### src/rtl/zeta_addr_gen.sv
// rtl/zeta_addr_gen.sv - per-stage twiddle index, valid and completion generator for the dual-lane NTT
// Optional inverse-index mode chain: ZETA_INTT_EN
`ifndef NTT_STAGE_CNT
`define NTT_STAGE_CNT 7
`endif

module zeta_addr_gen #(
    parameter int BF_LAT = 3
) (
    input  logic                      clk,
    input  logic                      rst_n,
    input  logic                      in_valid,
    input  logic                      in_intt,
    output logic [`NTT_STAGE_CNT-2:0] rom_addr [2][`NTT_STAGE_CNT],
    output logic [`NTT_STAGE_CNT-1:0] stage_valid,
    output logic                      poly_done,
    output logic                      busy
);
    localparam int S  = `NTT_STAGE_CNT;
    localparam int A  = S - 1;
    localparam int L  = (S - 1) * BF_LAT;
    localparam int ML = (L > 1) ? L - 1 : 1;
    localparam logic [S-1:0] C_EXT = {1'b1, {A{1'b0}}};

    logic         in_beat;
    logic [L-1:0] vchain_q, vchain_d;
    logic [A-1:0] cnt0_q, cnt0_d;
    logic [S-1:0] cnt_nz;
    logic         last_done;
    logic         poly_done_q, poly_done_d;

    // Reset also masks the combinational stage-0 strobe.
    assign in_beat = in_valid & rst_n;

    always_comb begin
        vchain_d    = vchain_q;
        vchain_d[0] = in_beat;
        for (int k = 1; k < L; k++) begin
            vchain_d[k] = vchain_q[k-1];
        end
        cnt0_d      = in_beat ? cnt0_q + 1'b1 : cnt0_q;
        poly_done_d = last_done;
    end

    always_ff @(posedge clk) begin
        if (!rst_n) begin
            vchain_q    <= '0;
            cnt0_q      <= '0;
            poly_done_q <= 1'b0;
        end else begin
            vchain_q    <= vchain_d;
            cnt0_q      <= cnt0_d;
            poly_done_q <= poly_done_d;
        end
    end

`ifdef ZETA_INTT_EN
    logic          mode_cur;
    logic          mode_q, mode_d;
    logic [ML-1:0] mchain_q, mchain_d;

    // Mode is captured on beat 0 and reused for the rest of the polynomial.
    assign mode_cur = (cnt0_q == '0) ? in_intt : mode_q;

    always_comb begin
        mode_d      = in_beat ? mode_cur : mode_q;
        mchain_d    = mchain_q;
        mchain_d[0] = mode_cur;
        for (int k = 1; k < ML; k++) begin
            mchain_d[k] = mchain_q[k-1];
        end
    end

    always_ff @(posedge clk) begin
        if (!rst_n) begin
            mode_q   <= 1'b0;
            mchain_q <= '0;
        end else begin
            mode_q   <= mode_d;
            mchain_q <= mchain_d;
        end
    end
`else
    logic unused_intt;
    assign unused_intt = in_intt;
`endif

    assign stage_valid[0] = in_beat;
    assign rom_addr[0][0] = '0;
    assign rom_addr[1][0] = '0;
    assign cnt_nz[0]      = |cnt0_q;

    for (genvar i = 1; i < S; i++) begin : g_stage
        // The address register is loaded one cycle ahead of the stage strobe,
        // so the counter advances on the chain tap just before it.
        localparam int TAP = i * BF_LAT - 2;
        localparam logic [S-1:0] MASK = {S{1'b1}} >> (S - i);

        logic         pre_v;
        logic         pre_m;
        logic [A-1:0] cnt_q, cnt_d;
        logic [A-1:0] a0_q, a0_d;
        logic [A-1:0] a1_q, a1_d;
        logic [S-1:0] k0, k1;

        if (TAP < 0) begin : g_head
            assign pre_v = in_beat;
`ifdef ZETA_INTT_EN
            assign pre_m = mode_cur;
`else
            assign pre_m = 1'b0;
`endif
        end else begin : g_tap
            assign pre_v = vchain_q[TAP];
`ifdef ZETA_INTT_EN
            assign pre_m = mchain_q[TAP];
`else
            assign pre_m = 1'b0;
`endif
        end

        always_comb begin
            k0 = {1'b0, cnt_q} >> (S - i);
            k1 = ({1'b0, cnt_q} + C_EXT) >> (S - i);
            if (pre_m) begin
                k0 = MASK - k0;
                k1 = MASK - k1;
            end
            cnt_d = pre_v ? cnt_q + 1'b1 : cnt_q;
            a0_d  = pre_v ? k0[A-1:0] : a0_q;
            a1_d  = pre_v ? k1[A-1:0] : a1_q;
        end

        always_ff @(posedge clk) begin
            if (!rst_n) begin
                cnt_q <= '0;
                a0_q  <= '0;
                a1_q  <= '0;
            end else begin
                cnt_q <= cnt_d;
                a0_q  <= a0_d;
                a1_q  <= a1_d;
            end
        end

        if (i == S - 1) begin : g_last
            assign last_done = pre_v & (&cnt_q);
        end

        assign cnt_nz[i]      = |cnt_q;
        assign stage_valid[i] = vchain_q[i*BF_LAT-1];
        assign rom_addr[0][i] = a0_q;
        assign rom_addr[1][i] = a1_q;
    end

    assign poly_done = poly_done_q;
    assign busy      = (|vchain_q) | (|cnt_nz);

endmodule
### config.mk
export PLATFORM = sky130hd
export DESIGN_NAME = zeta_addr_gen
export DESIGN_NICKNAME = d
export VERILOG_FILES = /design/src/rtl/zeta_addr_gen.sv
export SDC_FILE = /design/constraint.sdc
export NUM_CORES = 1
export LEC_CHECK = 0
export BUFFER_PORTS_ARGS = -buffer_cell sky130_fd_sc_hd__buf_2
export CAP_MARGIN = 20
export CORE_AREA = 2 2 84 86
export DETAILED_ROUTE_END_ITERATION = 10
export DIE_AREA = 0 0 86 88
export PLACE_DENSITY = 0.84
export REMOVE_ABC_BUFFERS = 1
export SLEW_MARGIN = 10
export SYNTH_ARGS = -nofsm -noshare
export SYNTH_HDL_FRONTEND = slang
export SYNTH_SLANG_ARGS = --single-unit
### constraint.sdc
create_clock -name clk -period 3.2 [get_ports clk]
set_clock_uncertainty 0.15 [all_clocks]
set_input_delay 0.16 -clock clk [delete_from_list [all_inputs] [get_ports clk]]
set_output_delay 0.16 -clock clk [all_outputs]
set_load 0.02 [all_outputs]
### Word level (Yosys, flattened, before mapping)

Cells that the tools add are included.

| word-level totals | value |
|---|---|
| register bits | 97 |
| input port bits | 4 |

| cells by class | value |
|---|---|
| add/subtract/negate cells | 13 |
| bitwise gates (word level) | 3 |
| reduce and logical (&&, ||, !) cells | 3 |

Operator list:

| kind | count |
|---|---|
| adder 6 x 1 -> 6 bit, second input constant | 7 |
| adder 6 x 7 -> 7 bit, second input constant | 6 |
| OR reduction 42 bit | 1 |
| OR reduction 18 bit | 1 |
| AND reduction 6 bit | 1 |
| AND 1 bit | 2 |
| bitwise OR 1 bit | 1 |

### Depth between registers and ports, before layout

Gate-level depths: netlist of run 1.

| logic depth | value |
|---|---|
| depth after elaboration | 2 |
| mapped depth | 5 |
| mapped depth without buffers | 5 |

### Worst setup path after synthesis of run 1

No wires, ideal clock.

| timing path | value |
|---|---|
| path type | register -> output |
| from | reg g_stage[6].cnt_q[0] |
| to | out busy |
| arrival | 1.466 ns |
| required time | 2.890 ns |
| setup slack | 1.424 ns |
| stages on the path, launching flop included | 6 |
| path buffers | 0 |
| cells stage by stage | dfxtp_1 -> inv_1 -> ha_1 -> nor4bb_1 -> nand4_1 -> or4_1 |

| on the way | value |
|---|---|
| cells in the longest elaborated chain, start to end | 2 |

Ends and longest elaborated chain:

| what | RTL line | source |
|---|---|---|
| start, declared | 101 | `logic [A-1:0] cnt_q, cnt_d;` |
| start signal, assigned | 140 | `cnt_q <= cnt_d;` |
| OR reduction 42 bit | 157 | `assign busy = (\|vchain_q) \| (\|cnt_nz);` |
| bitwise OR 1 bit | 157 |  |
| end, declared | 17 | `output logic busy` |

Every way passes these cells.

### Final worst setup path of run 1

| timing path | value |
|---|---|
| from | reg g_stage[6].cnt_q[1] |
| to | out busy |

The elaborated chain is that of the path after synthesis.

==> flow_summary.json, run 1 <==
{
  "outcome": "finished clean",
  "antenna_cells": 0,
  "cp.arrival_ns": 2.09,
  "dpl_cell_area_mm2": 0.003636,
  "layout_min_cycle_time_ns": 2.400,
  "setup_tns_ns": 0,
  "wl_mm": 6.262,
  "yosysUniqueCellTypes": 27,
  "pre_cts_ws_ns": 1.160,
  "rsz0062_at_grt": "false",
  "synth-seq-cells": 82,
  "cap_violations": 0,
  "route.detailed.drc": 0,
  "p_leak_nw": 1.696,
  "ys_async_sr_fraction_pct": 0,
  "io_pins": 97,
  "max_slew_margin_pct": 31.15,
  "r2r_slack_ns": 1.43,
  "drive_gt1_share_pct": 16.00,
  "die_y_um": 88,
  "max_slew.worst_pin.slew_ns": 1.033,
  "start_kind": "flip-flop",
  "grt_pass1_wl_mm": 10.30,
  "design.core.area_mm2": 0.006644,
  "cts_buffer_depth": 2,
  "final-setup-viol-count": 0,
  "cts_buffers": 9,
  "htreeDepth": 3,
  "final_cell_mix": "82 x dfxtp_1, 64 x nor2_1, 48 x conb_1",
  "crit_fanout": 5,
  "crit_required_ns": 2.89,
  "final.setup.worst_slack_ns": 0.7999,
  "max_freq_mhz": 416.6,
  "synth_area_per_cell_um2": 9.323,
  "track_usage_pct": 17.57,
  "drt-pass1-iter-count": 4,
  "wl_per_cell_um": 12.40,
  "clock_sinks": 82,
  "dominantRegCellSynth": "dfxtp_1",
  "synth_area_mm2": 0.003720,
  "cts_tree": "built",
  "initial_utilization_pct": 55.99,
  "gp_congestion": 0.7639,
  "dieArea_mm2": 0.007568,
  "vias": 2418,
  "row_count": 30,
  "via_per_inst": 4.788,
  "die_x_um": 86,
  "p_total_mw": 1.973,
  "p_per_area_mw_per_mm2": 509.5,
  "drt_iter0_markers": 118,
  "path_class": "reg2out",
  "slew_violations": 0,
  "end_kind": "output port",
  "cts.reportedPaths.clkPinSlew_ns": 0.08,
  "final_common_cell": "dfxtp_1",
  "ys_warn_count": 0,
  "ir_drop_v": 0.0002494,
  "cp_top_family": "simple AND/OR/NAND/NOR gates",
  "final_hold_viol_count": 0,
  "fin_crit_sh_pct": 75.00,
  "numPortBuffers": 47,
  "synth_edf_count": 0,
  "first_global_vias": 2219,
  "cpPeakStageDelay_ns": 0.54,
  "area_growth_pct": 4.137,
  "finalNetCount": 438,
  "grt_max_degree": 64,
  "final_util_pct": 58.31,
  "fin_area_mm2": 0.003874,
  "hold_class": "in2reg",
  "cp.buffers_inverters": 2,
  "dp_hpwl_mm": 4.299,
  "syn_inst": 399,
  "gr-total-overflow": 0,
  "seq_area_frac_synth_pct": 44.13,
  "worstPathCellList": "inv_1, ha_1, nor4bb_1, nand4_1, or4_1, buf_2",
  "cts-root-buf": "clkbuf_8",
  "slowest_stage": "or4_1",
  "clock_latency_ns": 0.35,
  "cts_resized": 0,
  "antenna_found_initial": 0,
  "ant_nets": 0
}
==> worst paths after layout <==
check                      startpoint             endpoint  cells after the start
setup reg to reg         vchain_q[16]  g_stage[6].cnt_q[5]                      3
hold / removal                  rst_n            poly_done                      3
setup / recovery  g_stage[6].cnt_q[1]                 busy                      6
hold reg to reg    g_stage[4].a1_q[3]   g_stage[4].a1_q[3]                      2
==> report_power, final <==
group	switching, mW	leakage [nW]	internal, mW	total (mW)
logic	0.0836	0.922	0.0193	0.103
clock network	0.374	0.112	0.462	0.836
registers	0.00883	0.661	1.03	1.03
total	0.466	1.70	1.51	1.97
==> cell families after synthesis <==
| group | after synthesis | synth area share, % |
|---|---|---|
| adder cells (fa/ha/maj) | 14 | 4.709 |
| other | 1 | 0.1008 |
| AO/OA/AOI/OAI | 14 | 1.883 |
| buffers and inverters | 100 | 17.52 |
| XOR/XNOR | 28 | 6.593 |
| flip-flops | 82 | 44.13 |
| AND/OR/NAND/NOR | 138 | 19.14 |
| multiplexers | 22 | 5.920 |
==> layer usage <==
layer | part of all wire [%] | GRT usage (%)
met2 | 48 | 29.32
met1 | 46 | 21.52
met4 | 1.4 | 7.792
met3 | 5.3 | 4.430
met5 | 0 | 0
==> timing repair <==
action,CTS,global route
endpoints found under the setup margin,0,0
hold buffers,1,0
buffers inserted,0,0
endpoints found under the hold margin,1,0
==> final cells by class <==
class	instances	area (um^2)
Clock inverter	6	90.09
Tap cell	80	100.1
Inverter	15	56.30
Sequential cell	82	1642
Multi-Input combinational cell	264	1603
Fill cell	576	2770
Clock buffer	10	137.6
Timing Repair Buffer	48	245.2
==> Yosys cell counts (2+ instances only) <==
library cell  count  area (um^2)
nand3_1           2        10.01
dfxtp_1          82         1642
buf_2             5        25.02
xor2_1           21        183.9
o21ai_0           7        35.03
and2_1           18        112.6
nor4_4            2        42.54
clkbuf_1          9        33.78
nor4_1            7        43.79
a21oi_1           7        35.03
mux2i_1          22        220.2
nand2_1          14        52.55
nor4bb_1          2        20.02
buf_4            70        525.5
xnor2_1           7        61.31
ha_1             14        175.2
or3_1             7        43.79
nand4_1          18        112.6
inv_1            14        52.55
nor2_1           64        240.2
==> through the flow <==
step | cells | hold WS, ns
5_1_grt | 505 | 0.1054
4_1_cts | 505 | 0.06908
6_report | 505 | 0.07842
3_5_place_dp | 488 | 0.2978
2_1_floorplan | 361 | 0.1317
3_3_place_gp | 488 | 0.2917
==> registers in the layout, indices dropped and copies added (netlist names) <==
| name | flops |
|---|---|
| vchain_q | 18 |
| cnt0_q | 6 |
| g_stage.a1_q | 21 |
| poly_done | 1 |
| g_stage.cnt_q | 36 |
==> worst min-delay path: stages <==
cell	delay [ns]
buf_2	0.21
nand3_1	0.12
nor2_1	0.05
Note: power is estimated with default switching activity, not from simulation.
==> inputs of run 2 (changes only) <==
--- a/config.mk
+++ b/config.mk
@@ -5,12 +5,13 @@
 export SDC_FILE = /design/constraint.sdc
 export NUM_CORES = 1
 export LEC_CHECK = 0
+export ABC_AREA = 1
 export BUFFER_PORTS_ARGS = -buffer_cell sky130_fd_sc_hd__buf_2
 export CAP_MARGIN = 20
-export CORE_AREA = 2 2 84 86
+export CORE_AREA = 2 2 93 95
 export DETAILED_ROUTE_END_ITERATION = 10
-export DIE_AREA = 0 0 86 88
-export PLACE_DENSITY = 0.84
+export DIE_AREA = 0 0 95 97
+export PLACE_DENSITY = 0.75
 export REMOVE_ABC_BUFFERS = 1
 export SLEW_MARGIN = 10
 export SYNTH_ARGS = -nofsm -noshare
==> constraint.sdc (replaced) <==
create_clock -name clk -period 2 [get_ports clk]
set_clock_uncertainty 0.15 [all_clocks]
set_input_delay 0.1 -clock clk [delete_from_list [all_inputs] [get_ports clk]]
set_output_delay 0.1 -clock clk [all_outputs]
set_load 0.02 [all_outputs]
==> run 2 against run 1 <==
  * Core utilization decreased by 8.8 points
  * Non-clock buffer count increased by 5
  * Register-to-register slack got worse by 0.91 ns
  * Cell count increased by 30%
  * Critical path depth increased by 4
  * Critical path type unchanged
==> flow_summary.json, run 2 <==
{
  "synth-seq-cells": 82,
  "final_util_pct": 49.47,
  "finalNetCount": 563,
  "row_count": 33,
  "p_per_area_mw_per_mm2": 742.3,
  "slew_violations": 0,
  "clock_latency_ns": 0.35,
  "ir_drop_v": 0.0005084,
  "final_hold_viol_count": 0,
  "gp_congestion": 0.7977,
  "dieArea_mm2": 0.009215,
  "fin_crit_sh_pct": 91.87,
  "p_leak_nw": 2.084,
  "synth_area_mm2": 0.003834,
  "grt_max_degree": 25,
  "htreeDepth": 3,
  "dpl_cell_area_mm2": 0.003816,
  "track_usage_pct": 16.06,
  "cts_resized": 0,
  "outcome": "finished clean",
  "synth_area_leaders": "dfxtp_1 43%, buf_4 14%, nand2_1 9.2%",
  "cpPeakStageDelay_ns": 0.33,
  "gr-total-overflow": 0,
  "route.detailed.drc": 0,
  "wl_met3_um": 451,
  "final_cell_mix": "94 x nand2_1, 82 x dfxtp_1, 66 x inv_1",
  "area_growth_pct": 4.961,
  "antenna_cells": 0,
  "top_regs": "g_stage.cnt_q (36), g_stage.a1_q (21), vchain_q (18)",
  "largest_register_ffs": 36,
  "yosysUniqueCellTypes": 20,
  "worstSetupStartpoint": "g_stage[3].cnt_q[0]",
  "r2r_slack_ns": 0.52,
  "numPortBuffers": 47,
  "ys_async_sr_fraction_pct": 0,
  "crit_fanout": 3,
  "max_freq_mhz": 544.2,
  "crit_required_ns": 1.75,
  "reg2reg_to": "g_stage[6].cnt_q[5]",
  "dp.cells": 637,
  "ant_nets": 0,
  "pre_cts_ws_ns": 0.5136,
  "drt-pass1-iter-count": 6,
  "fillCellCount": 786,
  "r2r_cells": 6,
  "final_common_cell": "nand2_1",
  "cts_tree": "built",
  "cts-root-buf": "clkbuf_8",
  "dominantRegCellSynth": "dfxtp_1",
  "die_x_um": 95,
  "final.setup.worst_slack_ns": 0.1626,
  "via_per_inst": 4.544,
  "wl_mm": 6.900,
  "post_cts_buffers": 0,
  "dp_hpwl_mm": 5.021,
  "crit_end": "busy",
  "end_kind": "output port",
  "yosysMostFrequentCell": "nand2_1",
  "die_y_um": 97,
  "final-setup-viol-count": 0,
  "rsz0062_at_grt": "false",
  "hold_class": "in2reg",
  "start_kind": "flip-flop",
  "r2r_start": "vchain_q[16]",
  "hold_buffers": 2,
  "synth_top_cell_area_share_pct": 42.82,
  "initial_utilization_pct": 47.13,
  "first_global_vias": 2714,
  "met1_length_mm": 3.031,
  "wl_met2_mm": 3.269,
  "cap_violations": 0,
  "vias": 2976,
  "ys_top_cells_by_count": "94 x nand2_1, 82 x dfxtp_1, 73 x buf_4",
  "syn_inst": 516,
  "layout_min_cycle_time_ns": 1.837,
  "design.core.area_mm2": 0.008134,
  "path_class": "reg2out",
  "drt_iter0_markers": 159,
  "synth_area_per_cell_um2": 7.430,
  "setup_tns_ns": 0,
  "io_pins": 97,
  "stdcell_count": 655,
  "synth_edf_count": 0,
  "cts_buffers": 9,
  "top_layer": "met4",
  "ys_warn_count": 0,
  "synth_top_area_cell": "dfxtp_1",
  "slowest_stage": "dfxtp_1",
  "grt_pass1_wl_mm": 11.74,
  "cts.reportedPaths.clkPinSlew_ns": 0.08,
  "drive_gt1_share_pct": 12.73,
  "wl_per_cell_um": 10.53,
  "worstPathCellList": "inv_1, ha_1, nand2_1, inv_1, nand2_1, nor2_1, nand2_1, nor2_1, nand2_1, buf_2",
  "cts_buffer_depth": 2,
  "seq_area_frac_synth_pct": 42.82,
  "fin_area_mm2": 0.004024,
  "antenna_found_initial": 0,
  "largest-register": "g_stage.cnt_q",
  "cp.arrival_ns": 1.59,
  "cpMostUsedCell": "nand2_1",
  "clock_sinks": 82
}
-- run 2: cell count changes in the layout (fill, tap and decap cells not counted), moves of 12 or more --
cell     before  now
xor2_1       21    1
nand2_1      14   94
nand4_1      18    2
o21ai_0       7   21
inv_1        14   66
and2_1       18    0
a21oi_1       7   42
mux2i_1      22    0
nand3_1       2   14
nor3_1        0   24
-- run 2: stage by stage --
step                hold WS [ns]  total power, mW
finish                   0.09345            2.987
global route              0.1012            3.115
CTS                      0.06524            3.022
detailed placement        0.2366            1.863
global placement          0.2315            1.860
floorplan                0.04763            1.817
-- run 2: area by class of cell --
class	count	area [um^2]	area share, %
tap	105	131.4	3.265
inverter	68	255.2	6.343
timing repair buffer	53	285.3	7.090
sequential	82	1642	40.80
clock inverter	4	52.55	1.306
multi-input combinational	331	1523	37.84
clock buffer	12	135.1	3.358
-- run 2: power breakdown --
| part | internal (mW) | switching (mW) | total, mW |
|---|---|---|---|
| Combinational | 0.0322 | 0.148 | 0.180 |
| Clock | 0.579 | 0.580 | 1.16 |
| Sequential | 1.64 | 0.00799 | 1.65 |
-- run 2: critical path, delay by kind of cell (launching register included) --
kind | cells | cell delay, ns
and+or+nand+nor | 6 | 0.42
DFF | 1 | 0.33
buffers and inverters | 3 | 0.29
adders and majority gates | 1 | 0.20
-- run 2: per-layer routing --
metal	track usage (%)	up-vias
met5	0	-
li1	-	1542
met4	7.469	0
met1	19.04	1325
met3	4.517	12
met2	26.51	97
-- run 2: logic make-up after synthesis --
kind of cell               after synthesis  share of synthesized area (%)
buffers and inverters                  150                          22.06
and+or+nand+nor                        203                          21.61
DFF                                     82                          42.82
xor gates and xnor gates                 1                         0.2285
other                                    1                        0.09782
adders and majority gates               14                          4.569
AOI/OAI and AO/OA                       65                          8.616
-- run 2: how the worst min path moves through the flow --
stage	from	end	slack, ns	depth (start not counted)
after floorplan	rst_n	vchain_q[10]	0.05	2
after global placement	in_valid	vchain_q[0]	0.23	3
after detailed placement	in_valid	vchain_q[0]	0.24	3
after CTS	rst_n	cnt0_q[1]	0.07	4
after global routing	rst_n	cnt0_q[3]	0.10	4
final	rst_n	cnt0_q[1]	0.09	4
==> inputs of run 3 (changes only) <==
--- a/config.mk
+++ b/config.mk
@@ -13,6 +13,7 @@
 export DIE_AREA = 0 0 95 97
 export PLACE_DENSITY = 0.75
 export REMOVE_ABC_BUFFERS = 1
+export SETUP_SLACK_MARGIN = 0.2
 export SLEW_MARGIN = 10
 export SYNTH_ARGS = -nofsm -noshare
 export SYNTH_HDL_FRONTEND = slang
==> run 3 against run 2 <==
  * Flip-flop and latch count unchanged
  * Cell area up 2.1%
  * Largest power group unchanged
  * Clock-buffer cell count unchanged
==> flow_summary.json, run 3 (synthesis results as in run 2) <==
{
  "clock_latency_ns": 0.35,
  "dpl_cell_area_mm2": 0.003816,
  "top_regs": "g_stage.cnt_q (36), g_stage.a1_q (21), vchain_q (18)",
  "slowest_stage": "dfxtp_1",
  "worstPathCellList": "inv_1, ha_1, nand2_1, inv_1, nand2_1, nor2_1, nand2_1, nor2_1, nand2_1, buf_6",
  "ir_drop_v": 0.0004598,
  "crit_fanout": 3,
  "clock_sinks": 82,
  "largest_register_ffs": 36,
  "via_per_inst": 4.583,
  "largest-register": "g_stage.cnt_q",
  "cp.arrival_ns": 1.52,
  "dp_hpwl_mm": 5.021,
  "final_hold_viol_count": 0,
  "cts_buffers": 9,
  "antenna_found_initial": 0,
  "cts-root-buf": "clkbuf_8",
  "io_pins": 97,
  "outcome": "finished clean",
  "setup_tns_ns": 0,
  "final_common_cell": "nand2_1",
  "power.internal_mw": 2.258,
  "initial_utilization_pct": 47.13,
  "wl_mm": 7.062,
  "cap_violations": 0,
  "layout_min_cycle_time_ns": 1.775,
  "drt-pass1-iter-count": 4,
  "end_kind": "output port",
  "wl_per_cell_um": 10.67,
  "row_count": 33,
  "area_growth_pct": 7.213,
  "seq_power_share_pct": 55.0,
  "p_per_area_mw_per_mm2": 729.8,
  "route.detailed.drc": 0,
  "htreeDepth": 3,
  "gr-total-overflow": 0,
  "switchingPower_mw": 0.7418,
  "cts_tree": "built",
  "max_freq_mhz": 563.4,
  "ant_nets": 0,
  "cts_buffer_depth": 2,
  "cpPeakStageDelay_ns": 0.33,
  "die_x_um": 95,
  "antenna_cells": 0,
  "numPortBuffers": 47,
  "start_kind": "flip-flop",
  "path_class": "reg2out",
  "fin_crit_sh_pct": 88.74,
  "grt_pass1_wl_mm": 11.97,
  "final.setup.worst_slack_ns": 0.2252,
  "fin_area_mm2": 0.004110,
  "crit_required_ns": 1.75,
  "finalNetCount": 570,
  "track_usage_pct": 16.46,
  "cts.reportedPaths.clkPinSlew_ns": 0.08,
  "first_global_vias": 2763,
  "gp_congestion": 0.7977,
  "drt_iter0_markers": 149,
  "p_leak_nw": 2.128,
  "pre_cts_ws_ns": 0.5136,
  "design.core.area_mm2": 0.008134,
  "slew_violations": 0,
  "swShare_pct": 24.73,
  "vias": 3034,
  "final-setup-viol-count": 0,
  "grt_max_degree": 25,
  "clkPwrFrac_pct": 38.8,
  "whs_ns": 0.09357,
  "cpMostUsedCell": "nand2_1",
  "hold_class": "in2reg",
  "dieArea_mm2": 0.009215,
  "combPwrFrac_pct": 6.3,
  "drive_gt1_share_pct": 16.70,
  "final_cell_mix": "94 x nand2_1, 72 x dfxtp_1, 64 x nor2_1",
  "die_y_um": 97,
  "rsz0062_at_grt": "true"
}
run 3: cell types whose count changed in the layout (fill, tap and decap cells not counted):
cell / change
buf_2: -1
buf_4: +7
buf_6: +1
dfxtp_1: -10
dfxtp_2: +10
ha_1: -2
ha_2: +1
ha_4: +1
inv_1: -4
inv_2: +4
run 3: area by class of cell:
class / count / area, um^2
clock inverters: 4 / 52.55
fillers: 773 / 4024
multi-input cells: 331 / 1538
flip-flops and latches: 82 / 1654
well taps: 105 / 131.4
inverters: 68 / 255.2
clock buffers: 12 / 135.1
repair buffers: 60 / 344.1
run 3: final timing paths:
check | slack, ns | cells after the start | endpoint | from
worst max-delay path | 0.23 | 10 | busy | g_stage[6].cnt_q[1]
worst min-delay path | 0.09 | 4 | cnt0_q[1] | rst_n
worst max register to register | 0.62 | 7 | g_stage[3].cnt_q[4] | g_stage[3].cnt_q[1]
worst min register to register | 0.28 | 2 | vchain_q[7] | vchain_q[6]
run 3: stage by stage:
| step | std cells | power (mW) | utilization, % |
|---|---|---|---|
| 6_report | 662 | 3.000 | 50.53 |
| 4_1_cts | 656 | 3.024 | 49.82 |
| 3_5_place_dp | 637 | 1.863 | 46.92 |
| 5_1_grt | 662 | 3.127 | 50.53 |
| 3_3_place_gp | 637 | 1.860 | 46.92 |
| 2_1_floorplan | 481 | 1.817 | - |
run 3: per-layer routing:
metal	wire length (um)	global-route usage (%)
met2	3420	27.88
met5	0	0
met1	3093	19.03
met4	147	7.469
met3	401	4.517
run 3: timing repair:
action / in CTS / in global routing
pin swaps: 1 / 2
hold buffers: 2 / 0
resized for setup: 10 / 9
hold endpoints to repair: 4 / 0
setup buffers: 1 / 6
endpoints found under the setup margin: 1 / 1
run 3: worst max-delay path: cells and delay by family (launching register included):
kind,cells,cell delay (ns)
simple gates,6,0.42
flops,1,0.33
buf+inv,3,0.26
fa+ha+maj,1,0.15
run 3: power groups by stage:
stage	logic (mW)	clock network, mW	registers [mW]
after CTS	0.181	1.19	1.65
after floorplan	0.128	0	1.69
final	0.188	1.16	1.65
after detailed placement	0.176	0	1.69
after global routing	0.211	1.26	1.65
after global placement	0.173	0	1.69
